$ cat src/rtl/dlfloat_dot_if.sv
// Beat input and result output bundle for the DLFloat16 dot-product engine.
// The engine takes the slave modport; the traffic source/sink takes master.
interface dlfloat_dot_if #(
  parameter int LANES = 1,
  parameter int CNT_W = 8
);
  logic                   in_valid;
  logic                   in_ready;
  logic [16*LANES-1:0]    in_a;
  logic [16*LANES-1:0]    in_b;
  logic                   in_last;
  logic                   out_valid;
  logic                   out_ready;
  logic [15:0]            out_data;
  logic                   out_special;
  logic [CNT_W-1:0]       out_len;

  modport slave (
    input  in_valid, in_a, in_b, in_last, out_ready,
    output in_ready, out_valid, out_data, out_special, out_len
  );

  modport master (
    output in_valid, in_a, in_b, in_last, out_ready,
    input  in_ready, out_valid, out_data, out_special, out_len
  );
endinterface

$ cat src/rtl/dlfloat_dot_engine.sv
// Pipelined DLFloat16 dot-product engine: multiply (S1), lane tree (S2), accumulate (S3),
// truncating arithmetic, with a single result register that back-pressures the whole pipe.
module dlfloat_dot_engine #(
  parameter int LANES = 1,
  parameter int CNT_W = 8
) (
  input logic          clk,
  input logic          rst,
  dlfloat_dot_if.slave dot
);
  localparam logic [15:0] SPECIAL = 16'hFFFF;

  function automatic logic [15:0] dl_mul(input logic [15:0] a, input logic [15:0] b);
    logic [19:0]       prod;
    logic signed [8:0] e;
    logic [8:0]        mant;
    dl_mul = 16'h0000;
    prod   = 20'({1'b1, a[8:0]}) * 20'({1'b1, b[8:0]});
    e      = $signed(9'(a[14:9]) + 9'(b[14:9]) + 9'(prod[19]) - 9'd31);
    mant   = prod[19] ? prod[18:10] : prod[17:9];
    if (a == SPECIAL || b == SPECIAL)      dl_mul = SPECIAL;
    else if (a[14:9] == 6'd0 || b[14:9] == 6'd0) dl_mul = 16'h0000;
    else if (e > 9'sd62)                   dl_mul = SPECIAL;
    else if (e < 9'sd1)                    dl_mul = 16'h0000;
    else                                   dl_mul = {a[15] ^ b[15], e[5:0], mant};
  endfunction

  // Three extra bits plus a sticky that is subtracted on effective subtraction give
  // the exact floor of the magnitude, so dropping low bits truncates toward zero.
  function automatic logic [15:0] dl_add(input logic [15:0] x, input logic [15:0] y);
    logic [15:0]       hi;
    logic [15:0]       lo;
    logic [5:0]        d;
    logic [25:0]       shifted;
    logic [12:0]       bi;
    logic              sticky;
    logic [13:0]       s;
    logic [3:0]        p;
    logic [13:0]       norm;
    logic signed [8:0] e;
    dl_add = 16'h0000;
    if (x[14:0] >= y[14:0]) begin
      hi = x;
      lo = y;
    end else begin
      hi = y;
      lo = x;
    end
    d       = hi[14:9] - lo[14:9];
    shifted = {1'b1, lo[8:0], 16'b0} >> d;
    bi      = shifted[25:13];
    sticky  = |shifted[12:0];
    if (d > 6'd25) begin
      bi     = '0;
      sticky = 1'b1;
    end
    if (hi[15] == lo[15]) s = {2'b01, hi[8:0], 3'b000} + {1'b0, bi};
    else                  s = {2'b01, hi[8:0], 3'b000} - {1'b0, bi} - {13'b0, sticky};
    p = '0;
    for (int i = 0; i < 14; i++) begin
      if (s[i]) p = 4'(i);
    end
    norm = s << (4'd13 - p);
    e    = $signed(9'(hi[14:9]) + 9'(p) - 9'd12);
    if (x == SPECIAL || y == SPECIAL) dl_add = SPECIAL;
    else if (x[14:9] == 6'd0)         dl_add = (y[14:9] == 6'd0) ? 16'h0000 : y;
    else if (y[14:9] == 6'd0)         dl_add = x;
    else if (s == 14'd0)              dl_add = 16'h0000;
    else if (e > 9'sd62)              dl_add = SPECIAL;
    else if (e < 9'sd1)               dl_add = 16'h0000;
    else                              dl_add = {hi[15], e[5:0], norm[12:4]};
  endfunction

  logic             stall;
  logic             accept;
  logic [15:0]      prod_d    [LANES];
  logic [15:0]      s1_prod_q [LANES];
  logic             s1_valid_q;
  logic             s1_last_q;
  logic             s2_valid_q;
  logic             s2_last_q;
  logic [15:0]      lane_sum_d;
  logic [15:0]      s2_sum_q;
  logic [15:0]      acc_q;
  logic [15:0]      acc_sum_d;
  logic [CNT_W-1:0] cnt_q;
  logic [CNT_W-1:0] cnt_inc_d;
  logic             out_valid_q;
  logic [15:0]      out_data_q;
  logic [CNT_W-1:0] out_len_q;

  assign stall        = out_valid_q & ~dot.out_ready;
  assign dot.in_ready = ~rst & ~stall;
  assign accept       = dot.in_valid & dot.in_ready;

  generate
    for (genvar gi = 0; gi < LANES; gi++) begin : g_mul
      assign prod_d[gi] = dl_mul(dot.in_a[16*gi +: 16], dot.in_b[16*gi +: 16]);
    end
  endgenerate

  generate
    if (LANES == 1) begin : g_tree1
      assign lane_sum_d = s1_prod_q[0];
    end else if (LANES == 2) begin : g_tree2
      assign lane_sum_d = dl_add(s1_prod_q[0], s1_prod_q[1]);
    end else begin : g_tree4
      assign lane_sum_d = dl_add(dl_add(s1_prod_q[0], s1_prod_q[1]),
                                 dl_add(s1_prod_q[2], s1_prod_q[3]));
    end
  endgenerate

  assign acc_sum_d = dl_add(acc_q, s2_sum_q);
  assign cnt_inc_d = (&cnt_q) ? cnt_q : cnt_q + CNT_W'(1);

  // Stage payloads are qualified by their valid bits and need no reset.
  always_ff @(posedge clk) begin
    if (!stall) begin
      if (accept) begin
        s1_prod_q <= prod_d;
        s1_last_q <= dot.in_last;
      end
      if (s1_valid_q) begin
        s2_sum_q  <= lane_sum_d;
        s2_last_q <= s1_last_q;
      end
    end
  end

  always_ff @(posedge clk) begin
    if (rst) begin
      s1_valid_q  <= 1'b0;
      s2_valid_q  <= 1'b0;
      acc_q       <= 16'h0000;
      cnt_q       <= '0;
      out_valid_q <= 1'b0;
      out_data_q  <= 16'h0000;
      out_len_q   <= '0;
    end else if (!stall) begin
      s1_valid_q  <= accept;
      s2_valid_q  <= s1_valid_q;
      out_valid_q <= 1'b0;
      if (s2_valid_q) begin
        if (s2_last_q) begin
          out_data_q  <= acc_sum_d;
          out_len_q   <= cnt_inc_d;
          out_valid_q <= 1'b1;
          acc_q       <= 16'h0000;
          cnt_q       <= '0;
        end else begin
          acc_q <= acc_sum_d;
          cnt_q <= cnt_inc_d;
        end
      end
    end
  end

  assign dot.out_valid   = out_valid_q;
  assign dot.out_data    = out_data_q;
  assign dot.out_len     = out_len_q;
  assign dot.out_special = (out_data_q == SPECIAL);
endmodule

$ cat src/flat_wrapper.sv
// flat-port wrapper written by rule: the top's interface ports become plain ports
module dlfloat_dot_engine_flat 
#(
  parameter int LANES = 1,
  parameter int CNT_W = 8
)
  (clk, rst, dot_in_valid, dot_in_a, dot_in_b, dot_in_last, dot_out_ready, dot_in_ready, dot_out_valid, dot_out_data, dot_out_special, dot_out_len);
  dlfloat_dot_if #(.LANES(LANES), .CNT_W(CNT_W)) dot_i ();
  input logic clk;
  input logic rst;
  input wire logic [$bits(dot_i.in_valid)-1:0] dot_in_valid;
  input wire logic [$bits(dot_i.in_a)-1:0] dot_in_a;
  input wire logic [$bits(dot_i.in_b)-1:0] dot_in_b;
  input wire logic [$bits(dot_i.in_last)-1:0] dot_in_last;
  input wire logic [$bits(dot_i.out_ready)-1:0] dot_out_ready;
  output wire logic [$bits(dot_i.in_ready)-1:0] dot_in_ready;
  output wire logic [$bits(dot_i.out_valid)-1:0] dot_out_valid;
  output wire logic [$bits(dot_i.out_data)-1:0] dot_out_data;
  output wire logic [$bits(dot_i.out_special)-1:0] dot_out_special;
  output wire logic [$bits(dot_i.out_len)-1:0] dot_out_len;
  assign dot_i.in_valid = dot_in_valid;
  assign dot_i.in_a = dot_in_a;
  assign dot_i.in_b = dot_in_b;
  assign dot_i.in_last = dot_in_last;
  assign dot_i.out_ready = dot_out_ready;
  assign dot_in_ready = dot_i.in_ready;
  assign dot_out_valid = dot_i.out_valid;
  assign dot_out_data = dot_i.out_data;
  assign dot_out_special = dot_i.out_special;
  assign dot_out_len = dot_i.out_len;
  dlfloat_dot_engine #(.LANES(LANES), .CNT_W(CNT_W)) u_core (.clk(clk), .rst(rst), .dot(dot_i));
endmodule
$ cat config.mk
export PLATFORM = sky130hd
export DESIGN_NAME = dlfloat_dot_engine_flat
export DESIGN_NICKNAME = d
export VERILOG_FILES = /design/src/rtl/dlfloat_dot_if.sv /design/src/rtl/dlfloat_dot_engine.sv /design/src/flat_wrapper.sv
export SDC_FILE = /design/constraint.sdc
export NUM_CORES = 1
export LEC_CHECK = 0
export CORE_MARGIN = 1.5
export CORE_UTILIZATION = 44
export DETAILED_ROUTE_END_ITERATION = 10
export PLACE_DENSITY = 0.64
export SYNTH_ARGS = -nofsm -noshare
export SYNTH_HDL_FRONTEND = slang
export SYNTH_SLANG_ARGS = --single-unit
$ cat constraint.sdc
create_clock -name clk -period 14.4 [get_ports clk]
set_clock_uncertainty 0.05 [all_clocks]
set_input_delay 2.88 -clock clk [delete_from_list [all_inputs] [get_ports clk]]
set_output_delay 2.88 -clock clk [all_outputs]
set_load 0.03 [all_outputs]
==> results.tsv <==
metric	value	unit
nets@finish	1595	
first-pass GRT wire length	48090	um
Slew headroom	0.2187	
CP Class	in -> reg	
drt drc	0	
Async S/R FF share, synth	0	
DR WL/cell	16.98	um
Post-Syn Area	11110	sq um
Vias/cell	5.750	
average size of a mapped cell	8.197	sq um
Die Ht	161.9	um
cts hold-fix bufs	0	
post-route setup TNS	0	ns
Post-Layout Cell Count	1707	
Antenna Nets Post-Route	0	
worst reg2reg setup slack	2.78	ns
initial DRC count	815	
final worst slack	2.296	ns
YS warnings	0	
CP max stage cell	a31oi_1	
endpoints failing setup	0	
Inst Count DP	1691	
Ports	64	
leakage power	5.347	nW
Post-synth EDFFs	34	
clock tree sinks	85	
register area share after synthesis	0.1838	
path category of the worst min-delay check	reg -> reg	
most used cell along the critical path	fa_1	
initial antenna violation count	0	
CP startpoint	dot_in_a[1]	
Initial Util	0.4527	
clock buffer depth	2	
status	finished clean	
Yosys reg bits	85	
Required @ worst endpoint	14.38	ns
Total GRT Usage	0.2241	
CP Launch Type	input pin	
later-pin clock latency in the skew report	0.34	ns
unrepaired setup endpoints after global routing	false	
input/output buffers	63	
Yosys top cell by area	ha_1	
die width	161.9	um
crit share post-route	0.8406	
H-tree levels	3	
Root Driver	clkbuf_16	
drt first pass iters	6	
# Max-Cap Violations	0	
CTS Buf Count	9	
Fillers	2425	
clk slew on worst S/H paths	0.07	ns
Cell Rows	57	
power density cells	129.6	nW/um^2
CTS tree	built	
post-layout util	0.5007	
pre-CTS setup slack	2.029	ns
Max Slew Vio Count	0	
Area contributors post-synth	ha_1 13%, fa_1 12%, dfxtp_1 9.2%	
Syn Nets	1572	
cells after synthesis	1355	
Die Area	26210	sq um
CTS resizes	0	
Worst IR Drop VDD	0.08987	mV
gr ovfl total	0	
vias in the first global route	9482	
hold path start	u_core.lane_sum_d[15]	
Synth top area share	0.1307	
Worst Setup End Kind	flop	
Largest stage delay, worst path	0.87	ns
CP max FO	17	
Distinct cells, synth	90	
total wire length	28980	um
FF-to-FF Start	u_core.s2_sum_q[9]	
Synth Flop Type	dfxtp_1	
Post-CTS Setup Inserts	0	
Via Count	9815	
Slew @ Worst Pin	1.166	ns
pin count of the biggest net entering global routing	45	
Worst Path Arrival	12.08	ns
fin crit period	12.10	ns
fmax	82.62	MHz
layout cells sized above 1	0.05061	
area grow syn2layout	10.59	%
endpoints failing hold	0	
# diodes	0	
Placer Congestion	0.8805	
DP HPWL	22970	um
core area	24530	sq um
==> layout by cell type (no fill, tap or decap), types with 10 or more instances in the layout <==
master / n
nand3_1: 18
inv_1: 127
o211ai_1: 13
xnor2_1: 32
nor2_1: 116
nand2_1: 159
a21oi_1: 79
dfxtp_1: 51
clkdlybuf4s50_1: 63
and3_1: 15
and2_1: 61
ha_1: 116
o21ai_0: 73
nand4_1: 25
a31oi_1: 11
a221oi_1: 11
fa_1: 64
mux2i_1: 43
mux2_2: 11
nor3_1: 22
nand2b_1: 10
xor2_1: 17
a21o_1: 21
a211oi_1: 14
edfxtp_1: 34
==> layout make-up <==
cell class,instances,area (sq um),share of cell area
clock inverters,7,102.6,0.008353
flip-flops and latches,85,2042,0.1662
well taps,324,405.4,0.03300
inverters,129,484.2,0.03942
multi-input cells,1084,8348,0.6796
clock buffers,9,225.2,0.01834
repair buffers,69,675.6,0.05501
==> worst max-delay path, delay by kind of cell <==
family,cells,cell delay (ns)
buf+inv,4,0.78
fa+ha+maj,8,3.38
simple gates,7,1.25
compound gates,11,3.61
xor+xnor,1,0.20
==> through the flow <==
step | cell area, sq um | power, mW | hold slack, ns
final | 12280 | 1.592 | 0.3683
after global routing | 12280 | 1.737 | 0.3770
after global placement | 11960 | 1.308 | 0.3511
after CTS | 12280 | 1.588 | 0.3703
after floorplan | 11110 | 1.083 | 0.3503
after detailed placement | 11960 | 1.324 | 0.3545
==> cells in the mapped netlist, drive strengths merged (11+ instances only) <==
library cell	n
and3	16
clkbuf	45
a211oi	15
a221oi	11
nand2	160
buf	12
xnor2	32
mux2i	44
and2	63
a21o	22
dfxtp	51
o21ai	79
mux2	12
a21oi	81
xor2	18
nor2	117
o311ai	11
fa	64
nand4	25
nor3	22
inv	128
nand3	18
edfxtp	34
ha	116
o211ai	15
a31oi	12
==> path summary, 6_finish.rpt <==
check | to | depth (start not counted)
worst max-delay path | u_core.lane_sum_d[4] | 31
worst min-delay path | u_core.s2_sum_q[15] | 0
worst max register to register | u_core.dot.out_data[8] | 43
worst min register to register | u_core.s2_sum_q[15] | 0
==> per-layer routing <==
layer,routed length (um),up-vias,share of wire,global-route usage
met4,537,0,0.019,0.05338
met3,1473,44,0.051,0.02860
met1,13090,4642,0.45,0.2991
li1,-,4824,-,-
met5,0,-,0,0
met2,13880,305,0.48,0.3855
==> cells by family after synthesis <==
| logic type | share of synthesized area |
|---|---|
| mux | 0.06748 |
| fa+ha+maj | 0.2460 |
| xor+xnor | 0.04010 |
| compound gates | 0.1984 |
| flops | 0.1838 |
| buf+inv | 0.06477 |
| simple gates | 0.1994 |
==> state kept, by name (all words and copies together) (netlist names) <==
register,flops
u_core.acc_q,16
u_core.s1_last_q,1
u_core.s1_valid_q,1
u_core.s2_last_q,1
u_core.dot.out_valid,1
u_core.s2_valid_q,1
u_core.dot.out_len,8
u_core.cnt_q,8
u_core.s2_sum_q,16
u_core.lane_sum_d,16
u_core.dot.out_data,16
==> power by group <==
part	total [mW]	switching, mW	internal, mW
registers	0.319	0.0236	0.295
logic	1.02	0.596	0.421
clock network	0.256	0.102	0.154
total	1.59	0.722	0.870
Power figures use the tool's default switching activity.
